==> config.mk <==
export PLATFORM = sky130hd
export DESIGN_NAME = dh_modexp_seq
export DESIGN_NICKNAME = d
export VERILOG_FILES = /design/src/rtl/dh_pkg.sv /design/src/rtl/dh_modexp_seq.sv
export SDC_FILE = /design/constraint.sdc
export NUM_CORES = 1
export LEC_CHECK = 0
export ABC_AREA = 1
export CAP_MARGIN = 15
export CORE_ASPECT_RATIO = 0.75
export CORE_MARGIN = 8
export CORE_UTILIZATION = 35
export DETAILED_ROUTE_END_ITERATION = 8
export GPL_ROUTABILITY_DRIVEN = 0
export PLACE_DENSITY = 0.68
export SLEW_MARGIN = 25
export SYNTH_ARGS = -nofsm -noshare
export SYNTH_HDL_FRONTEND = slang
export SYNTH_SLANG_ARGS = --single-unit
==> constraint.sdc <==
create_clock -name clk -period 7.72 [get_ports clk]
set_clock_uncertainty 0.1 [all_clocks]
set_input_delay 1.544 -clock clk [delete_from_list [all_inputs] [get_ports clk]]
set_output_delay 1.544 -clock clk [all_outputs]
set_load 0.05 [all_outputs]
==> src/rtl/dh_pkg.sv <==
// Shared definitions for the Diffie-Hellman modular exponentiation sequencer
// and the peer modular multiplier.
package dh_pkg;

    localparam int unsigned DH_DATA_W = 32;
    localparam int unsigned DH_EXP_W  = 32;

    localparam logic MM_OP_MUL = 1'b0;
    localparam logic MM_OP_SQR = 1'b1;

    typedef enum logic [2:0] {
        IDLE,
        CHECK,
        BIT,
        MUL,
        SQR,
        DONE
    } state_t;

endpackage

==> src/rtl/dh_modexp_seq.sv <==
// Right-to-left square-and-multiply sequencer computing base^exponent mod p
// through an external req/ack modular multiplier.
module dh_modexp_seq
    import dh_pkg::*;
#(
    parameter int unsigned DATA_W = DH_DATA_W,
    parameter int unsigned EXP_W  = DH_EXP_W
) (
    input  logic              clk,
    input  logic              rst,
    input  logic              start,
    input  logic [DATA_W-1:0] base,
    input  logic [EXP_W-1:0]  exponent,
    input  logic [DATA_W-1:0] p,
    output logic              busy,
    output logic              done,
    output logic              err,
    output logic [DATA_W-1:0] result,
    output logic              mm_req,
    output logic              mm_op,
    output logic [DATA_W-1:0] mm_a,
    output logic [DATA_W-1:0] mm_b,
    output logic [DATA_W-1:0] mm_p,
    input  logic              mm_ack,
    input  logic [DATA_W-1:0] mm_res
);

    state_t            r_state;
    state_t            w_next;

    logic [DATA_W-1:0] r_acc;
    logic [DATA_W-1:0] r_b;
    logic [EXP_W-1:0]  r_e;
    logic [DATA_W-1:0] r_result;
    logic              r_err;
    logic              r_mm_req;
    logic              r_mm_op;
    logic [DATA_W-1:0] r_mm_a;
    logic [DATA_W-1:0] r_mm_b;
    logic [DATA_W-1:0] r_mm_p;

    logic              w_ack;
    logic              w_bad;
    logic              w_last;

    // Acks outside an outstanding request are ignored.
    assign w_ack  = r_mm_req & mm_ack;
    assign w_bad  = (r_mm_p < DATA_W'(2)) || (r_b >= r_mm_p);
    assign w_last = (r_e[EXP_W-1:1] == '0);

    always_ff @(posedge clk or posedge rst) begin
        if (rst) begin
            r_state <= IDLE;
        end else begin
            r_state <= w_next;
        end
    end

    always_comb begin
        w_next = r_state;
        case (r_state)
            IDLE:    if (start) w_next = CHECK;
            CHECK:   w_next = (w_bad || (r_e == '0)) ? DONE : BIT;
            BIT:     w_next = r_e[0] ? MUL : SQR;
            MUL:     if (w_ack) w_next = w_last ? DONE : SQR;
            SQR:     if (w_ack) w_next = BIT;
            DONE:    w_next = IDLE;
            default: w_next = IDLE;
        endcase
    end

    always_ff @(posedge clk or posedge rst) begin
        if (rst) begin
            r_acc    <= DATA_W'(1);
            r_b      <= '0;
            r_e      <= '0;
            r_result <= '0;
            r_err    <= 1'b0;
            r_mm_req <= 1'b0;
            r_mm_op  <= MM_OP_MUL;
            r_mm_a   <= '0;
            r_mm_b   <= '0;
            r_mm_p   <= '0;
        end else begin
            case (r_state)
                IDLE: begin
                    if (start) begin
                        r_mm_p <= p;
                        r_b    <= base;
                        r_e    <= exponent;
                        r_acc  <= DATA_W'(1);
                    end
                end
                CHECK: begin
                    if (w_bad) begin
                        r_result <= '0;
                        r_err    <= 1'b1;
                    end else if (r_e == '0) begin
                        r_result <= DATA_W'(1);
                        r_err    <= 1'b0;
                    end
                end
                BIT: begin
                    r_mm_req <= 1'b1;
                    if (r_e[0]) begin
                        r_mm_op <= MM_OP_MUL;
                        r_mm_a  <= r_acc;
                        r_mm_b  <= r_b;
                    end else begin
                        r_mm_op <= MM_OP_SQR;
                        r_mm_a  <= r_b;
                        r_mm_b  <= r_b;
                    end
                end
                MUL: begin
                    if (w_ack) begin
                        r_mm_req <= 1'b0;
                        r_acc    <= mm_res;
                        if (w_last) begin
                            r_result <= mm_res;
                            r_err    <= 1'b0;
                        end else begin
                            r_mm_op <= MM_OP_SQR;
                            r_mm_a  <= r_b;
                            r_mm_b  <= r_b;
                        end
                    end
                end
                SQR: begin
                    // Entered straight from MUL with req low; re-raise it one cycle later.
                    if (w_ack) begin
                        r_mm_req <= 1'b0;
                        r_b      <= mm_res;
                        r_e      <= r_e >> 1;
                    end else if (!r_mm_req) begin
                        r_mm_req <= 1'b1;
                    end
                end
                default: ;
            endcase
        end
    end

    assign busy   = r_state inside {CHECK, BIT, MUL, SQR};
    assign done   = (r_state == DONE);
    assign err    = (r_state == DONE) & r_err;
    assign result = r_result;
    assign mm_req = r_mm_req;
    assign mm_op  = r_mm_op;
    assign mm_a   = r_mm_a;
    assign mm_b   = r_mm_b;
    assign mm_p   = r_mm_p;

endmodule

After elaboration in Yosys (flattened, before gate mapping)
Cells that the tools add are included.
{"block": "totals", "register_bits": 230, "latch_bits": 0, "ram_bits": 0, "rom_bits": 0, "inputBits": 132, "out_inout_bits": 133, "memories": 0}
{"block": "classes", "add_sub_neg": 0, "mul": 0, "div": 0, "n_lt_le_gt_ge": 2, "n_eq_ne": 11, "n_shift": 0, "muxes": 37, "bitwise": 2, "reduce_logical": 18}
{"op": "$mux W32", "n": 12}
{"op": "$pmux W32 S2", "n": 6}
{"op": "$ge A32 B32 Y1", "n": 1}
{"op": "$logic_not A32 Y1", "n": 1}
{"op": "$lt A32 B2 Y1 const B", "n": 1}
{"op": "$logic_not A31 Y1", "n": 1}
{"op": "$mux W3", "n": 5}
{"op": "$pmux W3 S5", "n": 1}
{"op": "$reduce_and A3 Y1", "n": 4}
{"op": "$mux W1", "n": 10}
{"op": "$ne A2 B2 Y1 const B", "n": 5}
{"op": "$reduce_bool A2 Y1", "n": 4}
{"op": "$eq A3 B2 Y1 const B", "n": 2}
{"op": "$eq A3 B3 Y1 const B", "n": 2}
{"op": "$pmux W1 S2", "n": 2}
{"op": "$reduce_and A2 Y1", "n": 2}
{"op": "$reduce_and A4 Y1", "n": 1}
{"op": "$reduce_bool A4 Y1", "n": 1}
{"op": "$eq A3 B1 Y1 const B", "n": 1}
{"op": "$logic_not A3 Y1", "n": 1}
{"op": "$ne A3 B3 Y1 const B", "n": 1}
{"op": "$pmux W1 S3", "n": 1}
{"op": "$reduce_bool A3 Y1", "n": 1}
{"op": "$and A1 B1 Y1", "n": 2}
{"op": "$logic_or A1 B1 Y1", "n": 2}

Depth between registers and ports, before layout
{"block": "depth", "word_depth": 5, "ltp_mapped": 17, "depth_no_buf": 17}

Worst setup path before layout
Ideal clock, no wire load.
{"block": "synth_path", "path_kind": "register to output", "startpoint": "register r_state[2]", "endpoint": "output err", "arrival_time_ns": 2.172, "required_time_ns": 6.076, "path_slack_ns": 3.904, "path_stages_with_launch": 4, "n_path_buf": 0, "cell_sequence": "dfrtp_1 -> inv_1 -> nor3_1 -> and2_1"}
{"block": "synth_via", "elab_chain_cells": 2}
{"element": "from (decl)", "line": "dh_modexp_seq.sv:28", "rtl": "state_t r_state;"}
{"element": "from (signal assigned)", "line": "dh_modexp_seq.sv:55", "rtl": "r_state <= w_next;"}
{"element": "$eq A3 B3 Y1"}
{"element": "via done", "line": "dh_modexp_seq.sv:16", "rtl": "output logic done,"}
{"element": "$and A1 B1 Y1", "line": "dh_modexp_seq.sv:146", "rtl": "assign err = (r_state == DONE) & r_err;"}
{"element": "to (decl)", "line": "dh_modexp_seq.sv:17", "rtl": "output logic err,"}
The timed path passes the listed nets, and every way through them passes these cells.

Final worst setup path
{"block": "layout_path", "startpoint": "register r_state[2]", "endpoint": "output err"}
{"block": "layout_via", "elab_chain_cells": 2}
{"element": "$eq A3 B3 Y1", "line": "dh_modexp_seq.sv:146"}
{"element": "$and A1 B1 Y1", "line": "dh_modexp_seq.sv:146"}
No other way between the ends.

==> results list <==
- The run finished with clean final reports.
- In this run, distinct cell masters in the synthesized netlist total 39.
* Synthesized-area fraction occupied by ao, oa, aoi and oai cells: 15.4%
- Setup repair after global routing missed its margin: false
* CP max FO: 4
- FF+latch count, synth: 230
* Cell area power density: 452 nW/um^2
* Xor/xnor share of the synthesized area: 0%
- Hold buffer count at CTS: 0
- Horizontal die dimension: 222 um
- Walking the worst path, the cells encountered are inv_1 -> nor3_1 -> and2_1 -> clkdlybuf4s50_1.
* CTS clk-pin slew, worst paths: 0.06 ns
- Final core occ: 47.8%
* Post-Synthesis Cells: 1366
- Number of nets in the final layout: 1763
* Total number of vias: 9733
- For this run, the detailed router's first-pass iteration total came to 5.
- Clock group share of total power: 18.2%
- Hpwl dp: 24.0 mm
* Shortest period the worst path allows: 4.27 ns
- Post-Synth Simple-Gate Area: 18.4%
* Routed WL per cell: 16.7 um
- Number of I/O port buffers: 264
- First-pass GRT wire length: 53.5 mm
- Clock sink count: 230
- The share of total power dissipated in combinational logic is 52.4%.
- The most critical setup path has its startpoint at r_state[2].
* Htree depth: 1
* Dominant combinational cell family by area after synthesis: simple AND/OR/NAND/NOR gates
- Leakage power: 0.00700 uW
- Destination of the worst register-to-register timing path: result[24]
* Transition at the pin with the smallest max-transition slack: 0.894 ns
- Fin Setup TNS: 0 ns
- Tot Pwr: 6760 uW
- The biggest area contributor in the post-synthesis netlist is sky130_fd_sc_hd__dfrtp_1.
- Setup violations remaining at the end of the flow were counted as 0.
- Area inside the core boundary: 31300 sq um
* Slew Limit Headroom: 40.1%
- CTS placed an instance of sky130_fd_sc_hd__clkbuf_16 at the clock tree root.
- Buffers added to address setup during post-CTS repair amount to 0.
- Cell family with the largest share of critical-path delay: buffers and inverters
- The most critical setup path has its endpoint at err.
- In the layout the commonest cells are sky130_fd_sc_hd__nand2_1, sky130_fd_sc_hd__clkdlybuf4s50_1, sky130_fd_sc_hd__dfrtp_1.
* Peak Freq: 234 MHz
- Of the available clock period, the critical path in the final layout requires 55.3%.
- Number of failing hold endpoints at the final stage: 0
- Global routing used 17.5% of the available tracks.
- Number of pins exceeding their max-slew limit in the final report: 0
- The worst-case IR drop observed on VDD is 0.000184 V.
- Max-cap violations in this run came to 0.
- TritonCTS built the clock tree.
* Post-detailed-routing wire length: 33.8 mm
- R2R setup slack: 4.45 ns
- For the worst setup path, the data required time is 6.08 ns.
- The repair_antennas step left the layout with diodes totalling 0.
- The critical path contains buffers and inverters numbering 2 combined.
- Post-CTS repair changed the size of 0 cells.
* Post-synthesis instance area: 11100 sq um
- Num rows: 56
* Remaining antenna violation count after routing: 0
- Remaining DRCs: 0
- Number of global-route vias before repair: 9553
- For this run the aggregate overflow at the end of global routing stands at 0.
- Effective utilization at floorplan: 35.6%
* Pin count of the biggest net entering global routing: 126
- STA classifies the critical path startpoint as a flop.
- The startpoint identified for the worst register-to-register timing path is mm_p[27].
- For this run, the number of Yosys warnings is 0.
* TritonCTS buffer count: 25
- The worst setup path is of the reg2out kind.
* Register share of total power: 29.5%
- Share of the synthesized area in the top cell type: 51.4%
- Switching Share: 47.8%
* Path depth of the worst reg2reg path: 16
* Highest-delay cell along the critical path: sky130_fd_sc_hd__clkdlybuf4s50_1
- The worst setup path is captured at an output port.
- Die Area: 37900 sq um
* Via/cell ratio: 4.81
* Critical path arrival: 2.62 ns
- The number of antenna violations at the first check in global routing is 1.
* Adder and majority gate portion of the synthesized area: 3.59%
- In this run the mean area of a mapped cell was 8.16 sq um.
- Portion of netlist area occupied by mux cells: 0.202%
- Proportion of synthesized chip area in sequential cells: 51.7%
- The detailed router finished its first iteration with 673 violations.
- Logic depth of the worst setup path including buffers: 4
- Syn Nets: 1530
* Area added between synthesis and finish: 34.3%
- Largest buffer count on any clock path: 3
- Most common library cell in the layout ignoring fill and taps: sky130_fd_sc_hd__nand2_1
- Clock latency on the worst-skew pair: 0.54 ns
- In the post-synthesis netlist, the biggest area contributors are sky130_fd_sc_hd__dfrtp_1, sky130_fd_sc_hd__nand2_1, sky130_fd_sc_hd__inv_1.
- Fraction of layout cells with a size suffix above 1: 4.70%
- P_sw: 3230 uW
* Largest stage delay on the critical path: 0.84 ns
* Design internal power: 3530 uW
- The die is 171 um tall.
- During I/O placement, the number of pins put on the boundary was 265.
- Type of the tightest min-delay check: reg2reg
## how the worst min path moves through the flow
stage | startpoint | cells after the start | endpoint | slack [ns]
after floorplan | r_err | 2 | r_err | 0.33
after global placement | r_err | 2 | r_err | 0.35
after detailed placement | r_err | 2 | r_err | 0.35
after CTS | r_err | 2 | r_err | 0.37
after global routing | result[28] | 2 | result[28] | 0.39
final | r_err | 2 | r_err | 0.37
## layer usage
metal  up-vias  part of all wire [%]  global-route usage (%)
met5         -                 0.038                       0
met4         2                   2.4                    4.34
met3        52                   7.2                    4.86
met2       280                    43                    26.8
met1      4591                    47                    24.4
li1       4808                     -                       -
## worst reg2reg max path, stage by stage (launching register included)
cell                      delay [ns]
sky130_fd_sc_hd__dfrtp_1        0.38
sky130_fd_sc_hd__inv_1          0.12
sky130_fd_sc_hd__ha_1           0.26
sky130_fd_sc_hd__nand2_1        0.07
sky130_fd_sc_hd__inv_1          0.05
sky130_fd_sc_hd__nand2_1        0.06
sky130_fd_sc_hd__nand2_1        0.05
sky130_fd_sc_hd__nand2_1        0.05
sky130_fd_sc_hd__nand2_1        0.05
sky130_fd_sc_hd__inv_1          0.05
sky130_fd_sc_hd__nand3_1        0.06
sky130_fd_sc_hd__nor2_1         0.32
sky130_fd_sc_hd__nand4_2        0.52
sky130_fd_sc_hd__buf_4          0.45
sky130_fd_sc_hd__nand2_4        0.42
sky130_fd_sc_hd__nand2_1        0.13
sky130_fd_sc_hd__nand2_1        0.08
## cells by family (layout without fill, tap and decap cells)
family	count (synthesis)	in the layout
AND/OR/NAND/NOR	505	505
AO/OA/AOI/OAI	306	306
buffers and inverters	291	542
flip-flops	230	230
adder cells (fa/ha/maj)	32	32
multiplexers	2	2
## synth_stat cells
master	count
sky130_fd_sc_hd__nand2_1	342
sky130_fd_sc_hd__nand2_4	1
sky130_fd_sc_hd__o21ai_2	1
sky130_fd_sc_hd__a21oi_4	1
sky130_fd_sc_hd__buf_2	17
sky130_fd_sc_hd__a21o_1	2
sky130_fd_sc_hd__inv_2	3
sky130_fd_sc_hd__a31oi_1	1
sky130_fd_sc_hd__and2_1	1
sky130_fd_sc_hd__mux2_2	2
sky130_fd_sc_hd__nor2_4	3
sky130_fd_sc_hd__buf_1	3
sky130_fd_sc_hd__nor2_8	1
sky130_fd_sc_hd__nand3_2	1
sky130_fd_sc_hd__dfstp_2	1
sky130_fd_sc_hd__nand4_1	6
sky130_fd_sc_hd__clkbuf_2	1
sky130_fd_sc_hd__and2_0	1
sky130_fd_sc_hd__o211ai_1	62
sky130_fd_sc_hd__nand2_2	2
sky130_fd_sc_hd__inv_1	215
sky130_fd_sc_hd__clkbuf_1	34
sky130_fd_sc_hd__nor2_1	97
sky130_fd_sc_hd__buf_4	14
sky130_fd_sc_hd__a21oi_1	43
sky130_fd_sc_hd__nor2_2	1
sky130_fd_sc_hd__nand4_2	1
sky130_fd_sc_hd__o211ai_2	1
sky130_fd_sc_hd__o21ai_0	128
sky130_fd_sc_hd__nor4_1	1
sky130_fd_sc_hd__buf_6	3
sky130_fd_sc_hd__nand3_1	38
sky130_fd_sc_hd__dfrtp_1	229
sky130_fd_sc_hd__nand3b_1	2
sky130_fd_sc_hd__o21ai_1	66
sky130_fd_sc_hd__o21a_1	1
sky130_fd_sc_hd__inv_4	1
sky130_fd_sc_hd__nor3_1	7
sky130_fd_sc_hd__ha_1	32
## metrics by stage
step	worst slack (ns)	instances	hold WS, ns	cell area, sq um
after detailed placement	3.44	1975	0.355	14000
final	3.45	2023	0.365	15000
after CTS	3.37	2020	0.370	14900
after global routing	3.27	2023	0.388	15000
after floorplan	3.07	1366	0.334	11100
after global placement	3.50	1975	0.350	14000
## registers in the layout (all words and copies together) (netlist names)
name and cells:
mm_a 32, mm_b 32, mm_p 32, r_acc 32, r_b 32, r_e 32
result 32, r_state 3, mm_op 1, mm_req 1, r_err 1
## cell type report
type | instances | area (sq um)
clock buffer | 35 | 703
clock inverter | 10 | 131
fill | 2965 | 16400
inverter | 219 | 828
multi-input combinational | 845 | 4220
sequential | 230 | 5760
tap | 406 | 508
timing repair buffer | 278 | 2810
## power by group through the flow
stage	sequential (uW)	clock, uW	combinational, uW
CTS	2000	1260	3550
global placement	2000	0	3460
floorplan	2880	0	1510
finish	1990	1230	3540
global route	2060	1300	3880
detailed placement	2010	0	3530
No activity file was read; power rests on OpenSTA's default activity.
